File: src/rtl/mem_arb_pkg.sv
// Shared types and constants for the CPU/debug unified-memory port arbiter.
package mem_arb_pkg;

    localparam int unsigned MAX_MEM_LAT = 8;
    localparam int unsigned CNT_W       = $clog2(MAX_MEM_LAT);

    typedef enum logic [2:0] {
        IDLE,
        ACCESS,
        WAIT,
        CAPT,
        RESP
    } arbState_t;

    typedef enum logic {
        REQ_CPU = 1'b0,
        REQ_DBG = 1'b1
    } reqId_t;

endpackage

File: src/rtl/rr2_picker.sv
// Two-way round-robin picker: a lone requester wins, a tie goes to the side
// that was not granted last.
module rr2_picker
    import mem_arb_pkg::*;
(
    input  logic   cpuReq,
    input  logic   dbgReq,
    input  reqId_t lastGrant,
    output logic   grantValid_c,
    output reqId_t grantId_c
);

    always_comb begin
        grantValid_c = cpuReq | dbgReq;
        grantId_c    = REQ_CPU;
        if (cpuReq && dbgReq) begin
            grantId_c = (lastGrant == REQ_CPU) ? REQ_DBG : REQ_CPU;
        end else if (dbgReq) begin
            grantId_c = REQ_DBG;
        end
    end

endmodule

File: src/rtl/mem_port_arbiter.sv
// Shares one fixed-latency synchronous memory between the CPU control FSM and
// the debug/program-loader port, one transaction at a time.
module mem_port_arbiter
    import mem_arb_pkg::*;
#(
    parameter int unsigned ADDR_W  = 32,
    parameter int unsigned DATA_W  = 32,
    parameter int unsigned MEM_LAT = 1
) (
    input  logic              clk,
    input  logic              reset,
    input  logic              cpu_req,
    input  logic              cpu_we,
    input  logic [ADDR_W-1:0] cpu_addr,
    input  logic [DATA_W-1:0] cpu_wdata,
    output logic              cpu_ready,
    output logic [DATA_W-1:0] cpu_rdata,
    input  logic              dbg_req,
    input  logic              dbg_we,
    input  logic [ADDR_W-1:0] dbg_addr,
    input  logic [DATA_W-1:0] dbg_wdata,
    output logic              dbg_ready,
    output logic [DATA_W-1:0] dbg_rdata,
    output logic              mem_en,
    output logic              mem_we,
    output logic [ADDR_W-1:0] mem_addr,
    output logic [DATA_W-1:0] mem_wdata,
    input  logic [DATA_W-1:0] mem_rdata
);

    if (MEM_LAT < 1 || MEM_LAT > MAX_MEM_LAT) begin : gBadLat
        $error("mem_port_arbiter: MEM_LAT=%0d outside 1..%0d", MEM_LAT, MAX_MEM_LAT);
    end

    localparam logic [CNT_W-1:0] CNT_INIT = CNT_W'(MEM_LAT - 1);

    arbState_t         state, stateNext;
    logic [CNT_W-1:0]  waitCnt, waitCntNext;
    reqId_t            lastGrant, lastGrantNext;
    reqId_t            owner, ownerNext;
    logic              accWe, accWeNext;
    logic              memEnNext, memWeNext;
    logic [ADDR_W-1:0] memAddrNext;
    logic [DATA_W-1:0] memWdataNext;
    logic              cpuReadyNext, dbgReadyNext;
    logic [DATA_W-1:0] cpuRdataNext, dbgRdataNext;
    logic              grantValid;
    reqId_t            grantId;

    rr2_picker uPicker (
        .cpuReq       (cpu_req),
        .dbgReq       (dbg_req),
        .lastGrant    (lastGrant),
        .grantValid_c (grantValid),
        .grantId_c    (grantId)
    );

    // State register and registered outputs
    always_ff @(posedge clk) begin
        if (reset) begin
            state     <= IDLE;
            waitCnt   <= '0;
            lastGrant <= REQ_DBG;
            owner     <= REQ_CPU;
            accWe     <= 1'b0;
            mem_en    <= 1'b0;
            mem_we    <= 1'b0;
            mem_addr  <= '0;
            mem_wdata <= '0;
            cpu_ready <= 1'b0;
            dbg_ready <= 1'b0;
            cpu_rdata <= '0;
            dbg_rdata <= '0;
        end else begin
            state     <= stateNext;
            waitCnt   <= waitCntNext;
            lastGrant <= lastGrantNext;
            owner     <= ownerNext;
            accWe     <= accWeNext;
            mem_en    <= memEnNext;
            mem_we    <= memWeNext;
            mem_addr  <= memAddrNext;
            mem_wdata <= memWdataNext;
            cpu_ready <= cpuReadyNext;
            dbg_ready <= dbgReadyNext;
            cpu_rdata <= cpuRdataNext;
            dbg_rdata <= dbgRdataNext;
        end
    end

    // Next state and next values of the registered outputs
    always_comb begin
        stateNext     = state;
        waitCntNext   = waitCnt;
        lastGrantNext = lastGrant;
        ownerNext     = owner;
        accWeNext     = accWe;
        memEnNext     = 1'b0;
        memWeNext     = 1'b0;
        memAddrNext   = mem_addr;
        memWdataNext  = mem_wdata;
        cpuReadyNext  = 1'b0;
        dbgReadyNext  = 1'b0;
        cpuRdataNext  = cpu_rdata;
        dbgRdataNext  = dbg_rdata;

        case (state)
            IDLE: begin
                if (grantValid) begin
                    ownerNext     = grantId;
                    lastGrantNext = grantId;
                    memEnNext     = 1'b1;
                    stateNext     = ACCESS;
                    if (grantId == REQ_DBG) begin
                        accWeNext    = dbg_we;
                        memWeNext    = dbg_we;
                        memAddrNext  = dbg_addr;
                        memWdataNext = dbg_wdata;
                    end else begin
                        accWeNext    = cpu_we;
                        memWeNext    = cpu_we;
                        memAddrNext  = cpu_addr;
                        memWdataNext = cpu_wdata;
                    end
                end
            end
            ACCESS: begin
                if (accWe) begin
                    stateNext = RESP;
                    if (owner == REQ_CPU) cpuReadyNext = 1'b1;
                    else                  dbgReadyNext = 1'b1;
                end else begin
                    waitCntNext = CNT_INIT;
                    stateNext   = (MEM_LAT == 1) ? CAPT : WAIT;
                end
            end
            WAIT: begin
                waitCntNext = waitCnt - CNT_W'(1);
                if (waitCnt == CNT_W'(1)) stateNext = CAPT;
            end
            // mem_rdata is valid this cycle; ready and data land together next
            CAPT: begin
                stateNext = RESP;
                if (owner == REQ_CPU) begin
                    cpuRdataNext = mem_rdata;
                    cpuReadyNext = 1'b1;
                end else begin
                    dbgRdataNext = mem_rdata;
                    dbgReadyNext = 1'b1;
                end
            end
            RESP: begin
                stateNext = IDLE;
            end
            default: begin
                stateNext = IDLE;
            end
        endcase
    end

endmodule

File: config.mk
export PLATFORM = sky130hd
export DESIGN_NAME = mem_port_arbiter
export DESIGN_NICKNAME = d
export VERILOG_FILES = /design/src/rtl/mem_arb_pkg.sv /design/src/rtl/rr2_picker.sv /design/src/rtl/mem_port_arbiter.sv
export SDC_FILE = /design/constraint.sdc
export NUM_CORES = 1
export LEC_CHECK = 0
export BUFFER_PORTS_ARGS = -buffer_cell sky130_fd_sc_hd__buf_2
export CAP_MARGIN = 30
export CORE_ASPECT_RATIO = 0.7
export CORE_MARGIN = 4
export CORE_UTILIZATION = 45
export CTS_CLUSTER_SIZE = 20
export DETAILED_ROUTE_END_ITERATION = 8
export PLACE_DENSITY = 0.84
export SYNTH_ARGS = -nofsm -noshare
export SYNTH_HDL_FRONTEND = slang
export SYNTH_SLANG_ARGS = --single-unit
File: constraint.sdc
create_clock -name clk -period 2.68 [get_ports clk]
set_input_delay 0.402 -clock clk [delete_from_list [all_inputs] [get_ports clk]]
set_output_delay 0.402 -clock clk [all_outputs]
set_load 0.02 [all_outputs]
==> flow_summary.ini <==
[worst_setup_path]
r2r-start = state[2]
arrival_ns = 2.49
regToRegEndpoint = mem_wdata[31]
reg2reg_depth = 4
crit_type = reg -> reg
critPathTopFamily = simple AND/OR/NAND/NOR gates
path_cells = or3_2 > or3_2 > buf_4 > a221oi_1
reg2reg_slack_ns = 0.48
crit_top_cell = or3_2
endpoint_kind = register
critical_path_required_ns = 2.97
max_stage_delay_ns = 0.54
cp_num_cells = 4
crit_end = mem_wdata[31]
cp-startpoint = state[2]
cp_max_fo = 34
crit_path_start_kind = register
cp_slowest_cell = or3_2
crit_buf_inv = 1

[cts]
worstSkewPairLatency_ns = 0.40
cts_tree = yes
post_cts_buffers = 0
post_cts_resized = 0
cts_sinks = 141
cts_buffers = 17
ctsLongestPathBuffers = 2
h-tree-depth = 4
clk_pin_slew_ns = 0.06
postCtsHoldBufs = 0
clk_root_buffer_cell = clkbuf_16

[logic_synthesis]
avgSynthCellArea_um2 = 8.19
synth-async-reset-ratio_pct = 0
synth_cells = 706
seq_area_frac_synth_pct = 48.8
synth-xor-area-share_pct = 0
dominantRegCellSynth = dfxtp_1
syn_nets = 874
synth_warnings = 0
synth_top_family_by_area = simple AND/OR/NAND/NOR gates
synth_mux_area_share_pct = 0.173
synth_cell_types = 34
synth_area_um2 = 5780
synth_compound_area_share_pct = 19.8
synth_edf_count = 0
synth-adder-area-share_pct = 0.433
yosys.area_share.simple_pct = 21.5
ys_ff_latch = 141

[routing]
drt_iter0_drc = 380
drcViolationCount = 0
antenna_left = 0
wirelength_mm = 17.4
num_vias = 5908
wl_per_cell_um = 15.2
dr.pass1.iters = 5
vias_per_cell = 5.16

[placed_design]
hpwl_mm = 12.5
port_buffers = 297
numPlacedInstances = 1113
gp_congestion = 0.919

[timing]
drv_slew = 0
worst_pin_slew_ns = 0.749
maxSlewHeadroom_pct = 50.1
hold_viol_final = 0
timing.hold.ws_ns = 0.241
fmax_mhz = 454
skew_ns = 0.0128
min_period_ns = 2.20
rsz0062_at_grt = false
finalCritPeriodShare_pct = 82.1
setup_viol = 0
tns_ns = 0

[floorplanning]
io_pins = 298
die_h_um = 103
coreArea_um2 = 12500
fp.dieArea_um2 = 14700
num_rows = 34
initial_core_util_pct = 46.2
die-width_um = 143

[global_route]
antenna_found_initial = 1
grtUsageMet1_pct = 29.3
first_global_vias = 5396
grt_pass1_wl_mm = 26.7
grt_use_total_pct = 22.4
grtUsageMet3_pct = 4.78
grt_overflow = 0
grtUsageMet2_pct = 36.9
top_usage_layer = met2
grt_max_degree = 73

[pwr]
p_per_area_nw_per_um2 = 1000
ir_worst_vdd_uv = 649
p_leak_uw = 0.00370

[final_layout]
syn_to_final_growth_pct = 36.1
finalNonFillerCells = 1146
final_nets = 1138
layout_commonest_cell = buf_2
nFillCells = 1091
drive_gt1_share_pct = 38.4
layout_common_cells = 297 x buf_2, 195 x nand2_1, 141 x dfxtp_1

[run_status]
outcome = finished clean

[min_path]
hold_path.class = in -> reg

[job]
drv_cap = 0
## worst register-to-register path, cell delays in order (launching register included)
cell and delay [ns]:
dfxtp_1 0.43, or3_2 0.54, or3_2 0.47, buf_4 0.29, a221oi_1 0.37
## cells in the mapped netlist, types with 2 or more instances
library cell / instances / area (um^2)
or3_1: 2 / 12.5
a21oi_1: 68 / 340
nand3b_1: 2 / 15.0
nand2_1: 195 / 732
buf_6: 4 / 45.0
buf_2: 4 / 20.0
a221oi_1: 37 / 324
inv_1: 70 / 263
ha_1: 2 / 25.0
nand2b_1: 3 / 18.8
nor3_1: 71 / 355
nor2_1: 4 / 15.0
buf_1: 4 / 15.0
clkbuf_1: 52 / 195
nor4_1: 2 / 12.5
dfxtp_1: 141 / 2820
a221oi_2: 28 / 420
## through the flow
stage	total power (uW)	worst slack, ns	instance area, um^2	utilization (%)
6_report	7900	0.480	7870	62.9
5_1_grt	8320	0.342	7870	62.9
4_1_cts	7950	0.470	7870	62.9
3_5_place_dp	5850	0.479	7340	58.7
3_3_place_gp	5800	0.604	7340	58.7
2_1_floorplan	4910	0.820	5780	-
## logic make-up after synthesis
group | Yosys count
flops | 141
simple gates | 288
compound gates | 140
mux | 1
buf+inv | 134
fa+ha+maj | 2
## worst min-delay path by stage
stage | from | to | slack [ns] | cells past startpoint
after CTS | mem_rdata[24] | cpu_rdata[24] | 0.22 | 3
after floorplan | lastGrant | lastGrant | 0.47 | 2
after detailed placement | dbg_rdata[3] | dbg_rdata[3] | 0.44 | 2
final | mem_rdata[24] | dbg_rdata[24] | 0.24 | 3
after global placement | cpu_rdata[1] | cpu_rdata[1] | 0.44 | 2
after global routing | mem_rdata[26] | cpu_rdata[26] | 0.23 | 3
## registers in the layout, summed over array words and instances, names as in the netlist
register,flops
accWe,1
cpu_rdata,32
cpu_ready,1
dbg_rdata,32
dbg_ready,1
lastGrant,1
mem_addr,32
mem_en,1
mem_wdata,32
mem_we,1
owner,1
state,3
waitCnt,3
## where the power goes
| group | internal [uW] | switching (uW) | total [uW] |
|---|---|---|---|
| combinational | 1010 | 1860 | 2870 |
| clock | 1180 | 898 | 2080 |
| sequential | 2650 | 300 | 2950 |
## layout make-up
cell class	count	area (um^2)	area share (%)
Sequential cell	141	2820	35.9
Clock inverter	14	96.3	1.22
Multi-Input combinational cell	431	2440	31.0
Inverter	70	263	3.34
Timing Repair Buffer	309	1610	20.5
Clock buffer	18	429	5.45
Antenna cell	1	2.50	0.0318
Tap cell	162	203	2.58
## layer usage
metal  up-vias  routed length [um]
met2       235                8610
met3        23                1310
met5         -                   0
met4         0                 280
met1      2722                7210
li1       2928                   -
Note: power is estimated with default switching activity, not from simulation.
